$ cat src/rtl/reg_write_pkg.sv
// Shared types and constants for the register write controller.
// The optional trailing checksum is enabled by defining REG_WRITE_CTRL_CSUM_EN.
package reg_write_pkg;

  typedef enum logic [2:0] {
    IDLE,
    ADDR,
    DATA,
    CSUM,
    COMMIT
  } state_t;

  localparam logic [7:0] HEADER_BYTE = 8'hA5;

  // Wide enough for up to 8 data bytes (DATA_WIDTH = 64).
  localparam int CNT_W = 4;

  function automatic int byte_count(input int width);
    return width / 8;
  endfunction

endpackage

$ cat src/rtl/reg_write_shifter.sv
// Data word assembly register with a running XOR of every byte it sees.
// The XOR output is consumed only when REG_WRITE_CTRL_CSUM_EN is defined.
module reg_write_shifter #(
  parameter int DATA_WIDTH = 32
) (
  input  logic                  CLK,
  input  logic                  RSTN,
  input  logic                  clear,
  input  logic                  load,
  input  logic                  acc,
  input  logic [7:0]            byte_in,
  output logic [DATA_WIDTH-1:0] word_next,
  output logic [7:0]            csum
);

  logic [DATA_WIDTH-1:0] word_q;
  logic [DATA_WIDTH-1:0] word_shift;

  // MSB-first: earlier bytes move up as each new byte enters at the bottom.
  assign word_shift = (word_q << 8) | DATA_WIDTH'(byte_in);

  // Value the word will hold after this edge, so a commit taken on the
  // last data byte already sees that byte.
  assign word_next  = load ? word_shift : word_q;

  // NOTE: the assembly register takes the synchronous reset too, so a frame
  // interrupted by reset leaves no stale partial word behind.
  always_ff @(posedge CLK) begin
    if (!RSTN) begin
      word_q <= '0;
      csum   <= '0;
    end else if (clear) begin
      word_q <= '0;
      csum   <= '0;
    end else if (load) begin
      word_q <= word_shift;
      csum   <= csum ^ byte_in;
    end else if (acc) begin
      csum   <= csum ^ byte_in;
    end
  end

endmodule

$ cat src/rtl/reg_write_ctrl.sv
// Framed byte-stream to one-hot clock-enable write controller.
// Define REG_WRITE_CTRL_CSUM_EN to require a trailing XOR checksum byte.
module reg_write_ctrl
  import reg_write_pkg::*;
#(
  parameter int DATA_WIDTH = 32,
  parameter int NUM_REGS   = 8
) (
  input  logic                  CLK,
  input  logic                  RSTN,
  input  logic                  IN_VALID,
  output logic                  IN_READY,
  input  logic [7:0]            IN_BYTE,
  output logic [NUM_REGS-1:0]   CE_OUT,
  output logic [DATA_WIDTH-1:0] DATA_OUT,
  output logic                  ERR_OUT,
  output logic                  BUSY
);

  localparam int              NUM_BYTES = byte_count(DATA_WIDTH);
  localparam logic [CNT_W-1:0] LAST_CNT = CNT_W'(NUM_BYTES - 1);

  state_t                state, state_next;
  logic [CNT_W-1:0]      byte_cnt;
  logic [7:0]            addr_q;
  logic                  in_ready_q;
  logic                  fire;
  logic                  sh_clear, sh_load, sh_acc;
  logic [DATA_WIDTH-1:0] word_next;
  logic [7:0]            csum_acc;
  logic                  enter_commit;
  logic                  addr_ok;
  logic                  csum_ok;
  logic                  commit_ok;

  assign fire     = IN_VALID && in_ready_q;
  assign IN_READY = in_ready_q;
  assign BUSY     = (state != IDLE);

  // NOTE: every signal driven here gets its default before the case, so no
  // path can leave it unassigned and infer a latch.
  always_comb begin
    state_next = state;
    case (state)
      IDLE:   if (fire && IN_BYTE == HEADER_BYTE) state_next = ADDR;
      ADDR:   if (fire) state_next = DATA;
      DATA: begin
        if (fire && byte_cnt == LAST_CNT) begin
`ifdef REG_WRITE_CTRL_CSUM_EN
          state_next = CSUM;
`else
          state_next = COMMIT;
`endif
        end
      end
      CSUM:   if (fire) state_next = COMMIT;
      COMMIT: state_next = IDLE;
      default: state_next = IDLE;
    endcase
  end

  // The address byte only feeds the checksum; data bytes shift into the word.
  assign sh_clear = (state == IDLE) && fire && (IN_BYTE == HEADER_BYTE);
  assign sh_acc   = (state == ADDR) && fire;
  assign sh_load  = (state == DATA) && fire;

  reg_write_shifter #(
    .DATA_WIDTH (DATA_WIDTH)
  ) u_shifter (
    .CLK       (CLK),
    .RSTN      (RSTN),
    .clear     (sh_clear),
    .load      (sh_load),
    .acc       (sh_acc),
    .byte_in   (IN_BYTE),
    .word_next (word_next),
    .csum      (csum_acc)
  );

  assign enter_commit = (state != COMMIT) && (state_next == COMMIT);
  assign addr_ok      = {24'd0, addr_q} < 32'(NUM_REGS);

`ifdef REG_WRITE_CTRL_CSUM_EN
  // Entry into COMMIT comes from CSUM, so IN_BYTE is the checksum byte.
  assign csum_ok = (IN_BYTE == csum_acc);
`else
  logic unused_csum;
  assign unused_csum = ^csum_acc;
  assign csum_ok     = 1'b1;
`endif

  assign commit_ok = addr_ok && csum_ok;

  // NOTE: sequential state uses non-blocking assignments only, so every
  // register samples pre-edge values regardless of block ordering.
  always_ff @(posedge CLK) begin
    if (!RSTN) begin
      state    <= IDLE;
      byte_cnt <= '0;
      addr_q   <= '0;
    end else begin
      state <= state_next;
      if (state == ADDR && fire) begin
        addr_q   <= IN_BYTE;
        byte_cnt <= '0;
      end else if (sh_load) begin
        byte_cnt <= byte_cnt + CNT_W'(1);
      end
    end
  end

  // Strobes are decided on the edge that accepts the last frame byte, so
  // they are visible exactly during the COMMIT cycle.
  always_ff @(posedge CLK) begin
    if (!RSTN) begin
      in_ready_q <= 1'b0;
      CE_OUT     <= '0;
      ERR_OUT    <= 1'b0;
      DATA_OUT   <= '0;
    end else begin
      in_ready_q <= (state_next != COMMIT);
      CE_OUT     <= '0;
      ERR_OUT    <= 1'b0;
      if (enter_commit) begin
        if (commit_ok) begin
          CE_OUT   <= NUM_REGS'(1'b1) << addr_q;
          DATA_OUT <= word_next;
        end else begin
          ERR_OUT  <= 1'b1;
        end
      end
    end
  end

endmodule

$ cat config.mk
export PLATFORM = sky130hd
export DESIGN_NAME = reg_write_ctrl
export DESIGN_NICKNAME = d
export VERILOG_FILES = /design/src/rtl/reg_write_pkg.sv /design/src/rtl/reg_write_shifter.sv /design/src/rtl/reg_write_ctrl.sv
export SDC_FILE = /design/constraint.sdc
export NUM_CORES = 1
export LEC_CHECK = 0
export CAP_MARGIN = 20
export CELL_PAD_IN_SITES_DETAIL_PLACEMENT = 1
export CELL_PAD_IN_SITES_GLOBAL_PLACEMENT = 2
export CORE_MARGIN = 10
export CORE_UTILIZATION = 37
export DETAILED_ROUTE_END_ITERATION = 10
export MAX_ROUTING_LAYER = met4
export PLACE_DENSITY = 0.86
export SYNTH_ARGS = -nofsm -noshare
export SYNTH_HDL_FRONTEND = slang
export SYNTH_HIERARCHICAL = 1
export SYNTH_SLANG_ARGS = --single-unit
$ cat constraint.sdc
create_clock -name CLK -period 6 [get_ports CLK]
set_clock_uncertainty 0.15 [all_clocks]
set_input_delay 1.8 -clock CLK [delete_from_list [all_inputs] [get_ports CLK]]
set_output_delay 1.8 -clock CLK [all_outputs]
set_load 0.02 [all_outputs]
### Word-level counts from Yosys, hierarchy flattened

Index checks and enable logic that the tools add are counted.

* latch bits: 0
* word-level logic and storage cells: 43
* flip-flop bits (word level): 89
* input port bits: 11
* output and inout port bits: 43
* memories: 0
* memory bits (read-only): 0
* bits in writable memories: 0

* bitwise logic cells: 2
* magnitude comparators: 1
* reduce and logical (&&, ||, !) cells: 15
* divide/modulo/power cells: 0
* add/sub/neg operators: 1
* multipliers: 0
* shift operators: 1
* muxes and demuxes: 7
* eq/ne operators: 8

Operators by type and width (count)
* 2-to-1 mux 32 bit: 1
* bitwise OR 32 x 8 -> 32 bit: 1
* 2-to-1 mux 3 bit: 4
* case mux 3 bit (4 select lines): 1
* == test 8 bit, second input constant: 1
* logical AND 1 bit: 8
* < comparator 8 x 4 -> 1 bit, second input constant: 1
* << shifter 1 x 8 -> 8 bit, first input constant: 1
* == test 3 x 2 -> 1 bit, second input constant: 2
* inequality test 3 bit, second input constant: 2
* adder 4 x 1 -> 4 bit, second input constant: 1
* == test 4 x 2 -> 1 bit, second input constant: 1
* AND reduction 2 bit: 2
* OR reduction 2 bit: 2
* == test 3 x 1 -> 1 bit, second input constant: 1
* == test 3 bit, second input constant: 1
* logical NOT 3 bit: 1
* AND reduction 3 bit: 1
* nonzero test 3 bit: 1
* 2-to-1 mux 1 bit: 1
* inverter 1 bit: 1

### Longest topological paths before layout

* depth in word-level cells: 7
* depth in mapped cells: 7

### Hierarchy

Netlist, hierarchy kept.

Modules (own cells, without submodules)
* reg_write_ctrl: seq. area each 1141.1 um2, area each 2122.0 um2, cells each 239, instances 1
* reg_write_shifter: seq. area each 800.8 um2, area each 1694.1 um2, cells each 146, instances 1

### Worst setup path after synthesis

OpenSTA, ideal clock, no wires.

* path kind: input-to-reg
* start: in IN_BYTE[1]
* end: reg u_shifter.word_q[10]
* arrival time: 3422 ps
* path buffers: 1
* stages: 7
* data required time: 5736 ps
* setup time: 114 ps
* setup slack: 2314 ps
* cell sequence: nor4b_1 -> nand3_1 -> or4_1 -> inv_1 -> nand2b_1 -> clkbuf_1 -> and2b_1

* cells in the longest elaborated chain, start to end: 3

RTL lines
* start: declaration: RTL line reg_write_ctrl.sv:13 `input logic [7:0] IN_BYTE,`
* == test 8 bit: RTL line reg_write_ctrl.sv:63 `assign sh_clear = (state == IDLE) && fire && (IN_BYTE == HEADER_BYTE);`
* logical AND 1 bit: RTL line reg_write_ctrl.sv:63
* via sh_clear: RTL line reg_write_ctrl.sv:28 `logic sh_clear, sh_load, sh_acc;`
* OR reduction 2 bit (no line)
* end signal: assignment: RTL line reg_write_shifter.sv:36 `word_q <= word_shift;`
* end: declaration: RTL line reg_write_shifter.sv:16 `logic [DATA_WIDTH-1:0] word_q;`

The timed path passes the listed nets, and every way through them passes these cells.
A chain may end at the register's enable or synchronous reset.

### Worst setup path in the final report

* start: in IN_BYTE[2]
* end: reg u_shifter.word_q[3]

The elaborated chain is that of the path after synthesis.

==> metrics.txt <==
largest net degree at the start of global routing=63; Die ar.=13400 µm²; area grow syn2layout=22.7%; Setup CP Type=primary input to register; hold_sp=DATA_OUT[10]; Cell Area, Synth=3390 µm²; DRC=0; Cell Rows=34; routed len/inst=15.2 µm; DP HPWL=5300 µm; Slew headroom=0.529; Slew @ Worst Pin=706 ps; TritonCTS clock tree=done; peak supply drop=0.107 mV; final-report hold violation count=0; starting density of the core=0.385; P_leak=1.61 nW; R2R setup slack=3540 ps; critical path data required time=6100 ps; layout cell share with drive strength beyond 1=0.140; PortBufs=53; fin util=0.472; setup bufs post-CTS=0; worst r2r src=byte_cnt[0]; Antenna Cells=0; post-synth net total=354; Finished Layout Cells=500; Tcrit/Tclk final=0.655; cts repair resizes=0; H-tree depth=3; CP Capture Point=u_shifter/word_q[3]; Core Region=8810 µm²; Reg clk slew, reported paths=80 ps; R2R cell count=6; DRT antenna net count=0; initial antenna violation count=0; endpoints failing setup=0; hold_ws=303 ps; total CTS buffers=9; Iter 0 DRT Violations=98; final net count=400; Syn Area/Cell=9.90 µm²; crit path DAT=4030 ps; dpl cells=484; CTS sink count=89; CP startpoint kind=primary input; critical path launch point=IN_BYTE[2]; # IOs=54; Power, Total=1.02 mW; P per Cell Area=244 nW/µm²; post-cts hold buffer count=0; cells after synthesis=342; root buf cell=clkbuf_8; vias in the first global route=2589; status=finished clean; first-pass GRT wire length=13000 µm; Post-Route WL=7620 µm; Worst setup EP type=register; max-slew violations=0; Hold/Removal Path Class=register to register; f_max=254 MHz; RSZ-0062 raised after global routing=no; clk_lat worst skew=360 ps; grt total ovfl=0; Yosys warning total=6; Worst Path Max Fanout=29; maximum buffer depth of the clock tree=2; post-route minimum period=3930 ps; Reg2Reg Capture Point=DATA_OUT[26]; die width=116 µm; Via density=4.92; GP Congestion=0.750; vias post-DR=2461; Overall Global Routing Usage=0.125; Die H=116 µm; drt pass-1 iters=4; MaxCap Viol Count=0; Setup TNS=0 ps
-- area by class of cell --
| type | count | area, µm² |
|---|---|---|
| Inverter | 3 | 11.3 |
| Timing Repair Buffer | 57 | 563 |
| Fill cell | 987 | 4650 |
| Sequential cell | 89 | 1780 |
| Clock buffer | 10 | 128 |
| Clock inverter | 5 | 57.6 |
| Multi-Input combinational cell | 228 | 1480 |
| Tap cell | 108 | 135 |
-- power breakdown --
group          leakage (nW)  total, mW  switching [mW]  internal (mW)
clock network        0.0844      0.399           0.209          0.190
logic                 0.806     0.0267          0.0161         0.0106
registers             0.717      0.591        0.000387          0.590
-- placed cells by master, fill, tap and decap left out, types with 3 or more instances in the layout --
cell	n
mux2i_1	8
clkinvlp_4	3
o21ai_1	30
o21ai_0	4
nor2b_1	23
mux2_2	32
clkdlybuf4s50_1	52
and2b_1	18
nand2_1	39
nor3_1	3
clkbuf_8	9
nor2_1	11
nand2b_1	5
inv_1	3
xnor2_1	3
buf_4	3
a21oi_1	3
dfxtp_1	89
nand3_1	35
-- how the worst min path moves through the flow --
stage / end / cells after the start
global placement: DATA_OUT[19] / 2
CTS: DATA_OUT[10] / 2
global route: DATA_OUT[28] / 2
floorplan: byte_cnt[1] / 2
detailed placement: DATA_OUT[17] / 2
finish: DATA_OUT[10] / 2
-- registers in the layout (all words and copies together) (netlist names) --
register	count
ERR_OUT	1
CE_OUT	8
u_shifter/word_q	32
addr_q	8
state	3
IN_READY	1
DATA_OUT	32
byte_cnt	4
-- critical path: stages --
cell and delay [ps]:
clkdlybuf4s50_1 510, nor4b_1 360, nand3_1 120, or4_1 530
inv_1 70, nand2b_1 200, buf_8 220, and2b_1 210
-- per-stage QoR --
stage | instance area, µm² | setup WS (ps)
after floorplan | 3390 | 2420
after global placement | 3960 | 1250
after detailed placement | 3960 | 1190
after CTS | 4140 | 1560
after global routing | 4160 | 1840
final | 4160 | 2070
-- metal layers --
metal  up-vias  wire length [µm]  GRT usage
li1       1246                 -          -
met5         -                 0          -
met1      1158              3880      0.157
met3        11               361     0.0341
met4         0               112     0.0475
met2        46              3260      0.186
(Power assumes the default switching activity.)
==> RTL change: new RTL, config.mk and constraints unchanged <==
Build with the macro `REG_WRITE_CTRL_CSUM_EN` defined.
--- a/src/rtl/reg_write_ctrl.sv
+++ b/src/rtl/reg_write_ctrl.sv
@@ -1,4 +1,6 @@
 // Framed byte-stream to one-hot clock-enable write controller.
 // Define REG_WRITE_CTRL_CSUM_EN to require a trailing XOR checksum byte.
+`define REG_WRITE_CTRL_CSUM_EN
+
 module reg_write_ctrl
   import reg_write_pkg::*;
Behaviour: not the same (Yosys sat finds a counterexample within 10 cycles, from zero or initial values and one cycle with RSTN low).
==> RTL change against the original RTL <==
Sequential power is 9.0% higher; clock power is 10% lower; highest routed layer unchanged; worst setup slack worse by 360 ps; via count is 15% higher; sequential share of layout area is 2.1 points lower; design area is 15% higher; global-route usage is 0.19 points higher; routed wire length is 21% higher; total power is 2.1% higher; sequential cell count is 8 higher; synthesized area is 18% higher; hold slack better by 9.0 ps; fmax is 8.4% lower.
==> RTL change: results <==
outcome:
  status: "finished, final reports clean"
critical_path:
  worst_ep_arrival_time_ps: 4400
  slowest_stage: "nand2b_1"
  r2r_setup_slack_ps: 3080
  cpPeakStageDelay_ps: 850
  crit_path_max_fanout: 32
layout:
  buffers: 56
  multi_input_gates: 277
  multi_input_area_share_pct: 40.7
  clockBufferCount: 10
  nets: 457
  n_all_inverters: 4
  reg_top3: "DATA_OUT x32, u_shifter/word_q x32"
  fillerInstances: 1199
  clock_area_share_pct: 3.15
  area_share_nonclk_buffers_pct: 11.5
  layout-drive-gt1-share_pct: 12.7
  fin_area_sq_um: 4760
  ff_latch_area_sq_um: 1940
logic_synthesis:
  synth_cell_types: 35
  synth_common_cells: "97 x dfxtp_1, 80 x nand2_1, 41 x mux2i_1"
  muxShareOfSynthArea_pct: 19.3
  synth_xor_xnor_area_share_pct: 2.63
  yosys_register_bits: 97
  avgSynthCellArea_sq_um: 9.99
  syn_nets: 412
  yosys_warnings: 6
clock_tree:
  numCtsBuffers: 9
  cts_setup_buffers: 0
  clockBufferDepth: 2
  cts_hold_buf: 0
  worstSkewPairLatency_ps: 360
  cts.repair.resized: 0
drt:
  via_count: 2837
  drt_iter0_drc: 90
  routed_wl_mm: 9.18
  first_pass_iters: 4
  wire_per_inst_um: 15.7
place:
  gp_congestion: 0.736
  pre_cts_ws_ps: 1320
  place_area_sq_um: 4610
  dp_cells: 570
  hpwl_mm: 6.48
grt:
  first_global_vias: 2865
  grt_util_all_layers_pct: 12.7
  grt_pass1_wl_mm: 14.9
  grt_max_degree: 59
power_and_ir_drop:
  p_leak_nw: 1.75
  ir_worst_vdd_mv: 0.106
timing:
  tightest_slew_ps: 1030
  fmax_ghz: 0.233
  hold_ws_ps: 312
floorplanning:
  core_area_sq_um: 10400
## RTL change: cell types whose count changed in the layout (fill, tap and decap cells not counted), sizes merged, moves of 5 or more
cell	change
nor2	-5
o21ai	-26
nor4	+6
a21boi	+8
nand2	+41
mux2i	+33
nand3	-25
xnor2	+8
nor2b	-8
dfxtp	+8
nand3b	+7
or3b	+7
## RTL change: worst paths after layout
path                                  start                   to  depth (start not counted)
worst max-delay path             IN_BYTE[1]  u_shifter/word_q[7]                          6
worst min-delay path            DATA_OUT[0]          DATA_OUT[0]                          2
worst max register to register     state[1]  u_shifter/word_q[7]                          5
worst min register to register  DATA_OUT[0]          DATA_OUT[0]                          2
## RTL change: power breakdown
group	internal, mW	switching [mW]
Sequential	0.643	0.000350
Combinational	0.0139	0.0207
Clock	0.144	0.214
## RTL change: routing by layer
metal	up-vias	track usage, %	share of wire [%]
li1	1433	-	-
met1	1354	15.8	49
met2	40	19.3	46
met3	10	3.26	3.9
met4	0	4.82	1.2
met5	-	-	0
